### config.mk
export PLATFORM = sky130hd
export DESIGN_NAME = mult_arbiter_flat
export DESIGN_NICKNAME = d
export VERILOG_FILES = /design/src/rtl/mult_arb_pkg.sv /design/src/rtl/mult_arbiter_if.sv /design/src/rtl/mult.sv /design/src/rtl/mult_arbiter_rr_arb.sv /design/src/rtl/mult_arbiter.sv /design/src/flat_wrapper.sv
export SDC_FILE = /design/constraint.sdc
export NUM_CORES = 1
export LEC_CHECK = 0
export CAP_MARGIN = 25
export CORE_ASPECT_RATIO = 0.75
export CORE_MARGIN = 5
export CORE_UTILIZATION = 40
export CTS_BUF_LIST = sky130_fd_sc_hd__clkbuf_16
export CTS_CLUSTER_SIZE = 8
export DETAILED_ROUTE_END_ITERATION = 8
export MAX_ROUTING_LAYER = met4
export PLACE_DENSITY_LB_ADDON = 0.12
export SLEW_MARGIN = 0
export SYNTH_ARGS = -nofsm -noshare
export SYNTH_HDL_FRONTEND = slang
export SYNTH_SLANG_ARGS = --single-unit
### constraint.sdc
create_clock -name clk -period 4.5 [get_ports clk]
set_clock_uncertainty 0.2 [all_clocks]
set_input_delay 0.9 -clock clk [delete_from_list [all_inputs] [get_ports clk]]
set_output_delay 0.9 -clock clk [all_outputs]
set_load 0.02 [all_outputs]
### src/rtl/mult_arb_pkg.sv
// Shared types and widths for the shared-multiplier arbiter.
package mult_arb_pkg;
    localparam int OPND_W = 8;
    localparam int PROD_W = 16;
    localparam int CNT_W  = 16;

    typedef enum logic [1:0] {IDLE, CALC, RESP} state_e;
endpackage

### src/rtl/mult_arbiter_if.sv
// Request/response bundle for mult_arbiter; grant_cnt exists only with MULT_ARB_CNT_EN.
interface mult_arbiter_if
    import mult_arb_pkg::*;
#(
    parameter int N_REQ = 4,
    parameter int ID_W  = $clog2(N_REQ)
);
    logic [N_REQ-1:0]             req_valid;
    logic [N_REQ-1:0]             req_ready;
    logic [N_REQ-1:0][OPND_W-1:0] req_a;
    logic [N_REQ-1:0][OPND_W-1:0] req_b;
    logic                         rsp_valid;
    logic                         rsp_ready;
    logic [ID_W-1:0]              rsp_id;
    logic [PROD_W-1:0]            rsp_x;
`ifdef MULT_ARB_CNT_EN
    logic [N_REQ-1:0][CNT_W-1:0]  grant_cnt;

    modport master (output req_valid, req_a, req_b, rsp_ready,
                    input  req_ready, rsp_valid, rsp_id, rsp_x, grant_cnt);
    modport slave  (input  req_valid, req_a, req_b, rsp_ready,
                    output req_ready, rsp_valid, rsp_id, rsp_x, grant_cnt);
`else
    modport master (output req_valid, req_a, req_b, rsp_ready,
                    input  req_ready, rsp_valid, rsp_id, rsp_x);
    modport slave  (input  req_valid, req_a, req_b, rsp_ready,
                    output req_ready, rsp_valid, rsp_id, rsp_x);
`endif
endinterface

### src/rtl/mult.sv
// Unsigned 8x8 -> 16 combinational multiplier shared by all requesters.
module mult
    import mult_arb_pkg::*;
(
    input  logic [OPND_W-1:0] a,
    input  logic [OPND_W-1:0] b,
    output logic [PROD_W-1:0] x
);
    assign x = {{(PROD_W-OPND_W){1'b0}}, a} * {{(PROD_W-OPND_W){1'b0}}, b};
endmodule

### src/rtl/mult_arbiter_rr_arb.sv
// Circular priority pick: first valid index at or after ptr, wrapping at N_REQ.
module rr_arb #(
    parameter int N_REQ = 4,
    parameter int ID_W  = $clog2(N_REQ)
) (
    input  logic [N_REQ-1:0] valid,
    input  logic [ID_W-1:0]  ptr,
    output logic [ID_W-1:0]  grant,
    output logic             any
);
    logic [ID_W-1:0] idx;

    always_comb begin
        grant = '0;
        any   = 1'b0;
        idx   = ptr;
        for (int k = 0; k < N_REQ; k++) begin
            if (!any && valid[idx]) begin
                grant = idx;
                any   = 1'b1;
            end
            idx = (idx == ID_W'(N_REQ-1)) ? '0 : idx + 1'b1;
        end
    end
endmodule

### src/rtl/mult_arbiter.sv
// Round-robin access to one shared multiplier, one transaction in flight.
// Define MULT_ARB_CNT_EN to add per-requester accept counters (grant_cnt).
module mult_arbiter
    import mult_arb_pkg::*;
#(
    parameter int N_REQ = 4,
    parameter int ID_W  = $clog2(N_REQ)
) (
    input logic          clk,
    input logic          rst,
    mult_arbiter_if.slave bus
);
    state_e            state, state_nxt;
    logic [ID_W-1:0]   rr_ptr, gnt, gnt_q;
    logic              any;
    logic              accept;
    logic [OPND_W-1:0] a_q, b_q;
    logic [PROD_W-1:0] prod;

    rr_arb #(.N_REQ(N_REQ), .ID_W(ID_W)) u_arb (
        .valid (bus.req_valid),
        .ptr   (rr_ptr),
        .grant (gnt),
        .any   (any)
    );

    mult u_mult (.a(a_q), .b(b_q), .x(prod));

    // Gating with rst keeps req_ready low during reset so no handshake can be seen.
    assign accept = (state == IDLE) && any && !rst;

    always_comb begin
        state_nxt     = state;
        bus.req_ready = '0;
        case (state)
            IDLE: if (accept) begin
                bus.req_ready[gnt] = 1'b1;
                state_nxt          = CALC;
            end
            CALC: state_nxt = RESP;
            RESP: if (bus.rsp_ready) state_nxt = IDLE;
            default: state_nxt = IDLE;
        endcase
    end

    always_ff @(posedge clk) begin
        if (rst) begin
            state         <= IDLE;
            rr_ptr        <= '0;
            gnt_q         <= '0;
            a_q           <= '0;
            b_q           <= '0;
            bus.rsp_valid <= 1'b0;
            bus.rsp_x     <= '0;
            bus.rsp_id    <= '0;
        end else begin
            state <= state_nxt;
            case (state)
                IDLE: if (accept) begin
                    a_q    <= bus.req_a[gnt];
                    b_q    <= bus.req_b[gnt];
                    gnt_q  <= gnt;
                    rr_ptr <= (gnt == ID_W'(N_REQ-1)) ? '0 : gnt + 1'b1;
                end
                CALC: begin
                    bus.rsp_x     <= prod;
                    bus.rsp_id    <= gnt_q;
                    bus.rsp_valid <= 1'b1;
                end
                RESP: if (bus.rsp_ready) bus.rsp_valid <= 1'b0;
                default: ;
            endcase
        end
    end

`ifdef MULT_ARB_CNT_EN
    logic [N_REQ-1:0][CNT_W-1:0] cnt;

    always_ff @(posedge clk) begin
        if (rst)         cnt      <= '0;
        else if (accept) cnt[gnt] <= cnt[gnt] + 1'b1;
    end

    assign bus.grant_cnt = cnt;
`endif
endmodule

### src/flat_wrapper.sv
// flat-port wrapper written by rule: the top's interface ports become plain ports
module mult_arbiter_flat import mult_arb_pkg::*;
#(
    parameter int N_REQ = 4,
    parameter int ID_W  = $clog2(N_REQ)
)
  (clk, rst, bus_req_valid, bus_req_a, bus_req_b, bus_rsp_ready, bus_req_ready, bus_rsp_valid, bus_rsp_id, bus_rsp_x);
  mult_arbiter_if #(.N_REQ(N_REQ), .ID_W(ID_W)) bus_i ();
  input logic clk;
  input logic rst;
  input wire logic [$bits(bus_i.req_valid)-1:0] bus_req_valid;
  input wire logic [$bits(bus_i.req_a)-1:0] bus_req_a;
  input wire logic [$bits(bus_i.req_b)-1:0] bus_req_b;
  input wire logic [$bits(bus_i.rsp_ready)-1:0] bus_rsp_ready;
  output wire logic [$bits(bus_i.req_ready)-1:0] bus_req_ready;
  output wire logic [$bits(bus_i.rsp_valid)-1:0] bus_rsp_valid;
  output wire logic [$bits(bus_i.rsp_id)-1:0] bus_rsp_id;
  output wire logic [$bits(bus_i.rsp_x)-1:0] bus_rsp_x;
  assign bus_i.req_valid = bus_req_valid;
  assign bus_i.req_a = bus_req_a;
  assign bus_i.req_b = bus_req_b;
  assign bus_i.rsp_ready = bus_rsp_ready;
  assign bus_req_ready = bus_i.req_ready;
  assign bus_rsp_valid = bus_i.rsp_valid;
  assign bus_rsp_id = bus_i.rsp_id;
  assign bus_rsp_x = bus_i.rsp_x;
  mult_arbiter #(.N_REQ(N_REQ), .ID_W(ID_W)) u_core (.clk(clk), .rst(rst), .bus(bus_i));
endmodule
* Word level (Yosys, flattened, before mapping)
Index checks and enable logic that the tools add are counted.
Word-level totals: input port bits 71, logic and storage cells 75, register bits 41, output and inout bits 23
Cells by class: add/sub/neg operators 4, multiply operators 1, magnitude comparators 6, equality and inequality tests 8, reductions and logical operators 15, multiplexer cells 33
Operators with widths (count):
- 8-bit binary-select mux with 2-bit select | 2
- 2-bit two-way mux | 10
- 8-bit by 8-bit multiplier with 16-bit output | 1
- 8-bit two-way mux | 2
- 2-bit by 3-bit less-than comparator with 1-bit output, second input constant | 5
- 2-bit == test, second input constant | 5
- 1-bit two-way mux | 10
- 2-bit by 1-bit adder with 2-bit output, second input constant | 4
- 1-bit binary-select mux with 2-bit select | 4
- 4-bit two-way mux | 2
- 1-bit logical AND | 6
- 2-bit one-hot mux with 3 select lines | 1
- 2-bit AND reduction | 3
- 1-bit zero test | 4
- 1-bit demux with 2-bit select | 1
- 2-bit by 1-bit == test with 1-bit output, second input constant | 1
- 2-bit by 1-bit >= comparator with 1-bit output, second input constant | 1
- 2-bit zero test | 1
- 2-bit by 1-bit != test with 1-bit output, second input constant | 1
- 2-bit != test, second input constant | 1
- 1-bit one-hot mux with 2 select lines | 1
- 2-bit nonzero test | 1

* Longest topological paths before layout
depth in word-level cells 18, gate-level depth with buffers 17

* Cells and area by module
From an unflattened synthesis, not the netlist that was laid out.
Unflattened totals: cells, all modules 453, area, all modules 4279.1 um^2
Modules (own cells, without submodules):
- mult | area each 2105.8 um^2, cells each 243, instances 1
- mult_arbiter | area each 1901.8 um^2, cells each 172, instances 1
- rr_arb | area each 271.5 um^2, cells each 38, instances 1

* Worst setup path after synthesis
No wires, ideal clock.
path kind register to register, start point reg u_core.b_q[7], end point reg u_core.bus.rsp_x[12], setup slack -152 ps, period minus slack after synthesis 4652 ps, cell stages (with the launch flop) 17, buffers on the path 0, data arrival time 4390 ps, setup time 62 ps, cell sequence dfxtp_1 > nand2_1 > fa_1 > fa_1 > inv_1 > fa_1 > inv_1 > fa_1 > inv_1 > ha_1 > a21o_1 > a21oi_1 > o22ai_1 > nor2_1 > o21ai_0 > or4b_2 > nand3_1
On the way: word-level cells in the longest chain between the ends 1
Ends and longest elaborated chain:
- start, declared | line mult_arbiter.sv:17 | logic [OPND_W-1:0] a_q, b_q;
- start signal, assigned | line mult_arbiter.sv:61 | b_q <= bus.req_b[gnt];
- 8-bit by 8-bit multiplier with 16-bit output | line mult.sv:9 | assign x = {{(PROD_W-OPND_W){1'b0}}, a} * {{(PROD_W-OPND_W){1'b0}}, b};
- end signal, assigned | line mult_arbiter.sv:66 | bus.rsp_x <= prod;
- end, declared | line mult_arbiter_if.sv:27 | output req_ready, rsp_valid, rsp_id, rsp_x);
No other way between the ends. A chain may end at the register's enable or synchronous reset.

* Worst setup path after layout
start point reg u_core.b_q[2], end point reg u_core.bus.rsp_x[12]
The elaborated chain is that of the path after synthesis.

==> impl_metrics.tcl <==
set metrics [dict create \
    antenna_found_initial 0 \
    grt_max_degree 33 \
    maxUsedRoutingLayer "met4" \
    grt_pass1_vias 3705 \
    reg2reg_slack_ps 170 \
    whs_path_depth 2 \
    place.gp.congestion 0.924 \
    dieWidth_um 128 \
    seq_area_frac_synth 0.195 \
    start_util 0.408 \
    drt-total-wl_mm 10.7 \
    worstSkewPairLatency_ps 290 \
    worst_ep_required_time_ps 4530 \
    power_density_nw_per_um2 434 \
    critPathMaxFanout 6 \
    die_area_um2 12700 \
    drc 0 \
    status "finished, final reports clean" \
    cts_tree "done" \
    cts_root_buf "clkbuf_16" \
    placed_cells 720 \
    fin_area_um2 5780 \
    chipHeight_um 98.8 \
    end_kind "flip-flop" \
    reg2reg_from "u_core.b_q[2]$_SDFFE_PP0P_" \
    ir_drop_mv 0.195 \
    yosys_warnings 0 \
    whs_endpoint "u_core.bus.rsp_id[1]$_SDFFE_PP0P_" \
    totalPowerFinal_w 0.00251 \
    min_path_type "reg2reg" \
    place_area_um2 5480 \
    cts_sinks 41 \
    layout_common_cells "clkdlybuf4s50_1 (89), and2_1 (55), nand2_1 (54)" \
    path_class "reg2reg" \
    r2r_end "u_core.bus.rsp_x[12]$_SDFFE_PP0P_" \
    rows 32 \
    synth_cell_types 48 \
    ys_ff_latch 41 \
    drtPass1Iterations 4 \
    rr_worst_depth 16 \
    vias 3726 \
    syn_inst 476 \
    cts_max_level 2 \
    final_hold_viol_count 0 \
    finalCritPeriodShare 0.961 \
    synth-edff-count 0 \
    wl_met2_mm 4.94 \
    clk_pin_slew_ps 60 \
    final_cells 736 \
    synthToLayoutAreaGrowth_pct 37.6 \
    antenna_cells 0 \
    finalCriticalPeriod_ps 4330 \
    synth_simple_gate_area_frac 0.204 \
    grt_pass1_wl_mm 17.8 \
    overflow 0 \
    clockBufferDepth 2 \
    rsz0062_at_grt "false" \
    worst_pin_slew_ps 873 \
    vias_per_cell 5.06 \
    holdBufCountCts 0 \
    holdCritStartpoint "u_core.bus.rsp_id[1]$_SDFFE_PP0P_" \
    dr.first_iter.drc_count 180 \
    ys_async_sr_fraction 0 \
    place_hpwl_mm 8.73 \
    ys.flop_type "dfxtp_1" \
    finalSetupViolCount 0 \
    tns_ps 0 \
    start_kind "flip-flop" \
    synthXorXnorAreaFrac 0.0146 \
    portBuffers 93 \
    avgSynthCellArea_um2 8.83 \
    synth-compound-area-share 0.127 \
    syn_area_um2 4200 \
    grt.total_usage 0.176 \
    io_pins 94 \
    met3_length_um 467 \
    max_freq_ghz 0.231 \
    drt-met1-wl_mm 5.27 \
    wire_per_inst_um 14.6 \
    synthAdderAreaFrac 0.294 \
    timing.max_cap.violations 0 \
    p_leak_nw 2.76 \
    cp.arrival_ps 4360 \
    final_antenna_net_count 0 \
    synth_top_family_by_area "adder cells" \
    layout-drive-gt1-share 0.138 \
    coreArea_um2 10300 \
    cts_made_buffers 5 \
    syn-num-nets 624 \
    slew_headroom 0.418 \
    finish.utilization 0.562 \
    finalMaxSlewViolations 0 \
    synth_mux_area_frac 0.0938 \
    mostFrequentLayoutCell "clkdlybuf4s50_1" \
    nNetsFinal 748 \
]
state kept, by name (all words and copies together) (netlist names):
register / count
u_core.a_q: 8
u_core.b_q: 8
u_core.bus.rsp_id: 2
u_core.bus.rsp_valid: 1
u_core.bus.rsp_x: 16
u_core.gnt_q: 2
u_core.rr_ptr: 2
u_core.state: 2
cell type report:
class                   instances  area (µm²)
well taps                     136         170
flip-flops and latches         41         846
repair buffers                135        1260
clock buffers                   5         125
fillers                       921        4510
inverters                      55         206
clock inverters                 2        10.0
multi-input cells             362        3170
logic make-up after synthesis:
logic type      Yosys count
fa+ha+maj                77
flops                    41
mux                      38
xor+xnor                  7
simple gates            163
compound gates           77
buf+inv                  73
power by group:
part           internal [W]  switching, W
clock              0.000201      0.000146
combinational      0.000774      0.000809
sequential         0.000471      0.000107
metrics by stage:
| step | hold WS [ps] | setup WS (ps) |
|---|---|---|
| 3_5_place_dp | 249 | -86.6 |
| 4_1_cts | 257 | -54.5 |
| 6_report | 253 | 174 |
| 5_1_grt | 288 | 0.232 |
| 2_1_floorplan | 229 | 2.32 |
| 3_3_place_gp | 245 | -35.6 |
worst max-delay path by stage:
| stage | from | to | slack (ps) |
|---|---|---|---|
| floorplan | u_core.b_q[5]$_SDFFE_PP0P_ | u_core.bus.rsp_x[12]$_SDFFE_PP0P_ | 2 |
| global placement | u_core.b_q[6]$_SDFFE_PP0P_ | u_core.bus.rsp_x[12]$_SDFFE_PP0P_ | -40 |
| detailed placement | u_core.a_q[2]$_SDFFE_PP0P_ | u_core.bus.rsp_x[12]$_SDFFE_PP0P_ | -90 |
| CTS | u_core.b_q[7]$_SDFFE_PP0P_ | u_core.bus.rsp_x[12]$_SDFFE_PP0P_ | -50 |
| global route | u_core.b_q[4]$_SDFFE_PP0P_ | u_core.bus.rsp_x[14]$_SDFFE_PP0P_ | 0.2 |
| finish | u_core.b_q[2]$_SDFFE_PP0P_ | u_core.bus.rsp_x[12]$_SDFFE_PP0P_ | 170 |
what timing repair did:
action                     CTS  global route
pin swaps                    4            15
gates resized for setup      3            26
setup endpoints to repair    4            10
setup buffers                6             2
critical path, cell delays in order (launching register included):
cell and delay [ps]:
dfxtp_4 380, nand2_2 60, fa_1 500, fa_1 560
inv_2 40, fa_1 530, inv_1 50, fa_1 490
inv_2 50, ha_4 230, a21o_1 180, a21oi_2 130
o22ai_2 90, nor2_2 140, o21ai_1 100, or4b_4 480
nand3_1 70
routing by layer:
layer  vias to the layer above  GRT usage
met2                        49      0.265
met3                         4     0.0341
met5                         -          -
met4                         0     0.0343
met1                      1816      0.248
li1                       1857          -
cell usage after synthesis, types with 2 or more instances:
cell type / number / area, µm²
a21o_1: 4 / 30.0
and2_1: 55 / 344
inv_1: 55 / 206
clkbuf_1: 8 / 30.0
o221ai_1: 17 / 149
nor2_1: 13 / 48.8
nor3_1: 6 / 30.0
xnor2_1: 6 / 52.6
a31oi_1: 4 / 25.0
nor2b_1: 4 / 25.0
a22o_1: 2 / 17.5
fa_1: 36 / 721
nand2_1: 57 / 214
buf_1: 2 / 7.51
mux2i_1: 36 / 360
nand2b_1: 8 / 50.1
dfxtp_1: 41 / 821
buf_4: 4 / 30.0
ha_1: 41 / 513
nand3_1: 6 / 30.0
a21oi_1: 25 / 125
buf_2: 3 / 15.0
o211ai_1: 2 / 15.0
nand3b_1: 4 / 30.0
o21ai_0: 13 / 65.1
nor4b_1: 2 / 17.5
No activity file was read; power rests on OpenSTA's default activity.
==> edit, RTL diff (same flow settings) <==
`N_REQ` is set to 4 in 4 places; all go to 8.
--- a/src/rtl/mult_arbiter_if.sv
+++ b/src/rtl/mult_arbiter_if.sv
@@ -4,3 +4,3 @@
 #(
-    parameter int N_REQ = 4,
+    parameter int N_REQ = 8,
     parameter int ID_W  = $clog2(N_REQ)
--- a/src/rtl/mult_arbiter_rr_arb.sv
+++ b/src/rtl/mult_arbiter_rr_arb.sv
@@ -2,3 +2,3 @@
 module rr_arb #(
-    parameter int N_REQ = 4,
+    parameter int N_REQ = 8,
     parameter int ID_W  = $clog2(N_REQ)
--- a/src/rtl/mult_arbiter.sv
+++ b/src/rtl/mult_arbiter.sv
@@ -5,3 +5,3 @@
 #(
-    parameter int N_REQ = 4,
+    parameter int N_REQ = 8,
     parameter int ID_W  = $clog2(N_REQ)
--- a/src/flat_wrapper.sv
+++ b/src/flat_wrapper.sv
@@ -3,3 +3,3 @@
 #(
-    parameter int N_REQ = 4,
+    parameter int N_REQ = 8,
     parameter int ID_W  = $clog2(N_REQ)
Interface: changed (5 resized); port bits go from 94 to 167. The function was not compared with the original's and may differ.
==> edit against the unedited design <==
- the flow now finishes with violations (negative setup slack)
- critical path type is now flop to output pin
- design area rose by 74%
- core utilization rose by 14 points
- setup slack got worse by 2.1 ns
- sequential cell count rose by 3
- routed wire length rose by 96%
- synthesized area rose by 38%
- highest routed layer unchanged
Power is left out: the tool's default activity adds up to more than one toggle a clock period on the data nets, which glitch-free logic cannot reach.
==> edit: results <==
{
  "status": "finished with violations",
  "violations": "negative setup slack",
  "setup_viol": 31,
  "routedWlPerCell_um": 18.14,
  "gp_congestion": 0.8948,
  "wl_met3_um": 1083,
  "wl_met2_um": 9949,
  "synth_cells": 675,
  "synthDistinctLibCells": 56,
  "io_buffers": 166,
  "grt_use_met3": 0.02454,
  "drive_gt1_frac": 0.3604,
  "antenna_found_initial": 0,
  "slowest_stage": "or3_4",
  "yosys-top-cells-area": "dfxtp_1 15%, fa_1 12%, ha_1 10%",
  "fin_ws_ns": -1.908,
  "hpwl_um": 15720,
  "placed_cells": 1119,
  "finalNonFillerCells": 1160,
  "grt_pass1_wl_um": 30970,
  "path_max_fanout": 4,
  "grt_start_max_net_pins": 65,
  "grt_util_met2": 0.3462,
  "clkTransAtPathRegs_ns": 0.07,
  "num_vias": 6200,
  "ys_seq_area_frac": 0.1522,
  "met1_usage": 0.3384,
  "pre_cts_ws_ns": -2.131,
  "arrival_ns": 5.31,
  "critPathMaxStageDelay_ns": 0.43,
  "first_iter_violations": 379,
  "placement.cell_area_mm2": 0.008733,
  "synth_nets": 898,
  "track_usage": 0.2304,
  "tns_ns": -48.71,
  "drt_pass1_iterations": 5,
  "met1_length_um": 9759,
  "top_layer": "met4",
  "relSlewSlack": 0.4341,
  "synth.cells.most_frequent": "69 x nand2_1, 68 x a211oi_1, 67 x inv_1"
}
==> edit: critical path: cells and delay by family (launching register included) <==
kind	cells	cell delay, ns
and+or+nand+nor	6	1.12
adders and majority gates	9	1.72
muxes	1	0.33
AOI/OAI and AO/OA	5	0.81
DFF	1	0.34
buffers and inverters	7	0.68
==> edit: worst paths after layout <==
kind	start	endpoint	slack [ns]	depth (start not counted)
setup / recovery	u_core.rr_ptr[0]	bus_req_ready[1]	-1.91	28
hold reg to reg	u_core.bus.rsp_x[6]	u_core.bus.rsp_x[6]	0.25	2
hold / removal	u_core.bus.rsp_x[6]	u_core.bus.rsp_x[6]	0.25	2
setup reg to reg	u_core.rr_ptr[0]	u_core.b_q[2]	-1.76	32
==> edit: logic make-up after synthesis <==
family	count (synthesis)	share of synthesized area
flip-flops	44	0.1521
multiplexers	65	0.1483
XOR/XNOR	8	0.01210
AO/OA/AOI/OAI	150	0.1898
adder cells (fa/ha/maj)	84	0.2282
AND/OR/NAND/NOR	209	0.1852
buffers and inverters	115	0.08429
==> edit: through the flow <==
step | util | hold slack, ns
2_1_floorplan | - | 0.2288
3_3_place_gp | 0.6102 | 0.2395
3_5_place_dp | 0.6102 | 0.2481
4_1_cts | 0.6446 | 0.2572
5_1_grt | 0.7043 | 0.2792
6_report | 0.7043 | 0.2543
==> edit: cell type report <==
type	count	area, µm²
clock inverters	3	46.29
clock buffers	5	125.1
multi-input cells	516	5285
fillers	1067	4232
well taps	200	250.2
flip-flops and latches	44	917.1
repair buffers	323	3194
inverters	69	261.5
==> edit: timing repair <==
item | in CTS | in global routing
buffers inserted | 9 | 15
gates resized for setup | 93 | 120
endpoints found under the hold margin | 0 | 0
endpoints found under the setup margin | 36 | 37
cloned | 3 | 8
pin swaps | 22 | 66
